<file path="config.mk">
export PLATFORM = sky130hd
export DESIGN_NAME = instruction_fetch
export DESIGN_NICKNAME = d
export VERILOG_FILES = /design/src/rtl/instruction_fetch.sv
export SDC_FILE = /design/constraint.sdc
export NUM_CORES = 1
export LEC_CHECK = 0
export ABC_CLOCK_PERIOD_IN_PS = 10300
export CORE_ASPECT_RATIO = 1.75
export CORE_MARGIN = 2
export CORE_UTILIZATION = 54
export DETAILED_ROUTE_END_ITERATION = 16
export PLACE_DENSITY = 0.83
export RECOVER_POWER = 50
export SYNTH_ARGS = -nofsm -noshare
export SYNTH_HDL_FRONTEND = slang
export SYNTH_SLANG_ARGS = --single-unit
export TNS_END_PERCENT = 30
</file>
<file path="constraint.sdc">
create_clock -name clk -period 10.3 [get_ports clk]
set_input_delay 1.03 -clock clk [delete_from_list [all_inputs] [get_ports clk]]
set_output_delay 1.03 -clock clk [all_outputs]
set_load 0.1 [all_outputs]
</file>
<file path="src/rtl/instruction_fetch.sv">
// rtl/instruction_fetch.sv - in-order instruction fetch with response FIFO and redirect flush
module instruction_fetch #(
  parameter logic [31:0] RESET_PC = 32'h0000_0000,
  parameter int unsigned DEPTH    = 2
) (
  input  logic        clk,
  input  logic        rst,
  output logic        mem_req,
  output logic [31:0] mem_addr,
  input  logic        mem_gnt,
  input  logic        mem_rvalid,
  input  logic [31:0] mem_rdata,
  input  logic        redirect,
  input  logic [31:0] redirect_pc,
  output logic        inst_valid,
  output logic [31:0] inst,
  output logic [31:0] inst_pc,
  output logic        inst_fault,
  input  logic        inst_ready
);

  localparam int unsigned AW = $clog2(DEPTH);
  localparam int unsigned CW = AW + 1;
  localparam logic [CW:0] DEPTH_W = (CW+1)'(DEPTH);

  typedef enum logic {
    ST_RUN   = 1'b0,
    ST_FAULT = 1'b1
  } state_e;

  state_e        state_q, state_d;
  logic [31:0]   fetch_pc_q, fetch_pc_d;
  logic [CW-1:0] inflight_q, inflight_d;
  logic [CW-1:0] discard_q, discard_d;
  logic [CW-1:0] count_q, count_d;
  logic [AW-1:0] rd_ptr_q, rd_ptr_d;
  logic [AW-1:0] wr_ptr_q, wr_ptr_d;

  logic [31:0]   inst_mem_q  [DEPTH];
  logic [31:0]   pc_mem_q    [DEPTH];
  logic          fault_mem_q [DEPTH];

  logic          grant;
  logic          resp;
  logic          drop;
  logic          push;
  logic          pop;
  logic          misaligned;
  logic [CW:0]   credit_used;
  logic [31:0]   resp_pc;

  // Slots are taken both by buffered words and by requests still in flight,
  // so the FIFO can never overflow whatever the memory latency.
  assign credit_used = {1'b0, count_q} + {1'b0, inflight_q};
  assign mem_req     = ~rst && (state_q == ST_RUN) && (credit_used < DEPTH_W);
  assign mem_addr    = fetch_pc_q;
  assign grant       = mem_req & mem_gnt;

  // A response is only meaningful while something is outstanding.
  assign resp        = mem_rvalid & (inflight_q != '0);
  assign drop        = resp & (discard_q != '0);
  assign push        = resp & (discard_q == '0) & ~redirect;

  assign inst_valid  = (count_q != '0);
  assign pop         = inst_valid & inst_ready & ~redirect;
  assign misaligned  = (redirect_pc[1:0] != 2'b00);

  // Once all stale responses are gone the outstanding requests are one
  // contiguous run ending just below fetch_pc, so the oldest one is derivable.
  assign resp_pc     = fetch_pc_q - (32'(inflight_q) << 2);

  // Head of the FIFO is shown only while valid so idle outputs read as zero.
  assign inst        = inst_valid ? inst_mem_q[rd_ptr_q]  : 32'h0;
  assign inst_pc     = inst_valid ? pc_mem_q[rd_ptr_q]    : 32'h0;
  assign inst_fault  = inst_valid ? fault_mem_q[rd_ptr_q] : 1'b0;

  // Next-state: counters, fetch PC and FIFO pointers; redirect overrides all.
  always_comb begin
    state_d    = state_q;
    fetch_pc_d = fetch_pc_q;
    inflight_d = inflight_q;
    discard_d  = discard_q;
    count_d    = count_q;
    rd_ptr_d   = rd_ptr_q;
    wr_ptr_d   = wr_ptr_q;

    if (grant) begin
      inflight_d = inflight_d + CW'(1);
      fetch_pc_d = fetch_pc_q + 32'd4;
    end
    if (resp) begin
      inflight_d = inflight_d - CW'(1);
    end
    if (drop) begin
      discard_d = discard_q - CW'(1);
    end
    if (push) begin
      wr_ptr_d = wr_ptr_q + AW'(1);
      count_d  = count_d + CW'(1);
    end
    if (pop) begin
      rd_ptr_d = rd_ptr_q + AW'(1);
      count_d  = count_d - CW'(1);
    end

    if (redirect) begin
      // Everything still outstanding after this cycle belongs to the old path.
      discard_d  = inflight_d;
      fetch_pc_d = redirect_pc;
      rd_ptr_d   = '0;
      if (misaligned) begin
        state_d  = ST_FAULT;
        wr_ptr_d = AW'(1);
        count_d  = CW'(1);
      end else begin
        state_d  = ST_RUN;
        wr_ptr_d = '0;
        count_d  = '0;
      end
    end
  end

  // Control state, counters and pointers with asynchronous reset.
  always_ff @(posedge clk or posedge rst) begin
    if (rst) begin
      state_q    <= ST_RUN;
      fetch_pc_q <= RESET_PC;
      inflight_q <= '0;
      discard_q  <= '0;
      count_q    <= '0;
      rd_ptr_q   <= '0;
      wr_ptr_q   <= '0;
    end else begin
      state_q    <= state_d;
      fetch_pc_q <= fetch_pc_d;
      inflight_q <= inflight_d;
      discard_q  <= discard_d;
      count_q    <= count_d;
      rd_ptr_q   <= rd_ptr_d;
      wr_ptr_q   <= wr_ptr_d;
    end
  end

  // FIFO storage; a misaligned redirect plants the fault entry in slot 0.
  always_ff @(posedge clk) begin
    if (redirect) begin
      if (misaligned) begin
        inst_mem_q[0]  <= 32'h0;
        pc_mem_q[0]    <= redirect_pc;
        fault_mem_q[0] <= 1'b1;
      end
    end else if (push) begin
      inst_mem_q[wr_ptr_q]  <= mem_rdata;
      pc_mem_q[wr_ptr_q]    <= resp_pc;
      fault_mem_q[wr_ptr_q] <= 1'b0;
    end
  end

endmodule

</file>
==> impl_metrics.ini <==
[status]
status = finished with violations
violations = capacitance limit, slew limit

[hold_path]
holdPathEnd = state_q
hold_depth = 2
hold_path_class = register to register
hp-start = state_q

[floorplan]
die_x_um = 98.55
row_count = 60
core_sq_um = 15310
start_util_pct = 55.16
dieArea_sq_um = 16700
pin_count = 169
die_h_um = 169.5

[yosys]
syn_area_sq_um = 8447
yosysMostFrequentCell = edfxtp_1
synth_top_family_by_area = simple AND/OR/NAND/NOR gates
synth_fp_nets = 825
synth_top_area_cell = edfxtp_1
synth-edff-count = 130
avgSynthCellArea_sq_um = 11.31
synth_top_area_share_pct = 46.22
async_flop_share_pct = 23.98
ys.flop_type = edfxtp_1
synthAdderAreaFrac_pct = 1.363
netlist_instances = 747
ys_seq_area_share_pct = 58.36
yosys_warnings = 0
ys_ff_latch = 171
synthMuxAreaShare_pct = 8.636
synth-compound-area-share_pct = 4.414
synth-simple-area-share_pct = 17.29
yosys.area_share.xor_xnor_pct = 6.532
synth_area_leaders = edfxtp_1, dfrtp_1, mux2i_1, xnor2_1, nor2_1
synth_commonest_cells = edfxtp_1, nor2_1, nand2_1, mux2i_1, o21ai_0
synth_cell_types = 44

[sta]
hold_viol_final = 0
period_minus_slack_ns = 6.377
worst_slew_pin_slew_ns = 2.838
setup_viol = 0
tns_ns = 0
maxSlewHeadroom_pct = -89.22
worst_slack_ns = 3.923
hold-worst-slack_ns = 0.5464
rsz0062_at_grt = no
post-route-period-util_pct = 61.91
fin_skew_ns = 0.01218
report.final.slew_viol_count = 217
clock.fmax_mhz = 156.8

[clock_tree]
cts_max_level = 4
clockRootBuffer = clkbuf_16
clkLatencyLatePin_ns = 0.41
path_clk_slew_ns = 0.06
cts_made_buffers = 17
cts_resized = 0
cts_buffer_depth = 2
cts_hold_buf = 0
clock_sinks = 171
cts_tree = done
post_cts_buffers = 0

[setup_path]
start_kind = primary input
crit_start = redirect
r2r_cells = 9
reg2reg_setup_slack_ns = 5.38
endpoint_kind = register
r2r_start = inflight_q[1]
worstSetupPathType = primary input to register
critPathMaxFanout = 72
reg2reg_to = pc_mem_q[0][31]
cp_data_required_time_ns = 10.31
worstPathArrival_ns = 6.39

[final_layout]
fin_nets = 965
fillers = 1133
syn2layout_area_growth_pct = 27.49
stdcell_area_sq_um = 10770
drive_above_1_share_pct = 6.229

[placement]
hpwl_um = 12890
gp_congestion = 0.8242
port_buffers = 168
dp_slack_ns = 6.036
place_area_sq_um = 10200

[route]
drc = 0
drt_iter0_markers = 299
num_vias = 5965
ant_nets = 0
via_per_inst = 5.493
drtPass1Iterations = 5
wirelength_um = 18970
wire_per_inst_um = 17.47

[global_routing]
grt_pass1_vias = 5907
antenna_found_initial = 1
grt_pass1_wl_um = 30080
grt_max_degree = 73
grt_util_all_layers_pct = 23.00
overflow = 0

[power]
p_leak_nw = 3.789
p_total_mw = 3.147
ir_worst_vdd_mv = 0.1773
p_per_area_nw_per_um2 = 292.3

[job]
maxCapViolations = 4
critical path, cell delays in order:
cell	delay [ns]
buf_2	0.07
clkbuf_1	2.00
nor2_2	0.02
clkbuf_1	0.73
inv_1	0.34
clkbuf_1	1.60
o21ai_0	0.55
final cells by class:
| type | instances | area [sq um] | area share, % |
|---|---|---|---|
| flip-flops and latches | 171 | 4933 | 45.81 |
| multi-input cells | 505 | 3243 | 30.11 |
| repair buffers | 174 | 1707 | 15.85 |
| clock buffers | 19 | 432.9 | 4.020 |
| well taps | 186 | 232.7 | 2.161 |
| clock inverters | 12 | 150.1 | 1.394 |
| inverters | 18 | 67.56 | 0.6274 |
| diodes | 1 | 2.502 | 0.02324 |
worst max-delay path by stage:
stage | cells past startpoint | to | slack [ns]
6_report | 7 | pc_mem_q[0][31] | 3.92
5_1_grt | 7 | pc_mem_q[0][31] | 3.31
4_1_cts | 6 | mem_req | 6.01
3_5_place_dp | 4 | mem_req | 6.04
3_3_place_gp | 4 | mem_req | 6.04
2_1_floorplan | 7 | fault_mem_q[0] | 3.06
sequential cells by signal, summed over array words and instances (netlist names):
name / cells
inst_mem_q: 64
pc_mem_q: 64
mem_addr: 32
count_q: 2
discard_q: 2
fault_mem_q: 2
inflight_q: 2
rd_ptr_q: 1
state_q: 1
wr_ptr_q: 1
routing by layer:
layer,part of all wire [%],up-vias,routed length [um],GRT usage [%]
met3,5.1,25,967,3.666
li1,-,2880,-,-
met5,0,-,0,0
met1,38,2845,7288,27.77
met4,2.3,0,432,8.934
met2,54,215,10290,41.05
report_power, final:
| part | internal [mW] | leakage (nW) | switching [mW] |
|---|---|---|---|
| Sequential | 0.855 | 1.69 | 0.0966 |
| Combinational | 0.388 | 1.82 | 1.18 |
| Clock | 0.379 | 0.282 | 0.252 |
cell families (layout without fill, tap and decap cells):
logic type | count (synthesis) | count (layout)
simple gates | 292 | 292
flops | 171 | 171
compound gates | 71 | 71
mux | 71 | 71
buf+inv | 71 | 223
xor+xnor | 63 | 63
fa+ha+maj | 8 | 8
other cells | 0 | 1
placed cells by master, fill, tap and decap left out, types with 5 or more instances in the layout:
cell	Yosys	routed
o21ai_0	57	60
nand4_1	9	9
clkdlybuf4s50_1	0	134
nor4_1	9	9
nor3_1	19	19
edfxtp_1	130	130
mux2_2	5	5
clkbuf_16	0	17
clkbuf_1	42	6
mux2i_1	65	65
dfrtp_1	41	40
ha_1	6	5
inv_1	18	18
or4_1	4	5
xor2_1	8	8
and2_0	0	33
or3_1	6	6
nor2_1	93	92
dlygate4sd3_1	0	33
nand3_1	9	9
xnor2_1	55	55
nand2_1	76	76
per-stage QoR:
step                      cells  util [%]
after floorplan             747         -
after global placement     1054     66.62
after detailed placement   1054     66.62
after CTS                  1085     70.42
after global routing       1086     70.32
final                      1086     70.32
Note: power is estimated with default switching activity, not from simulation.
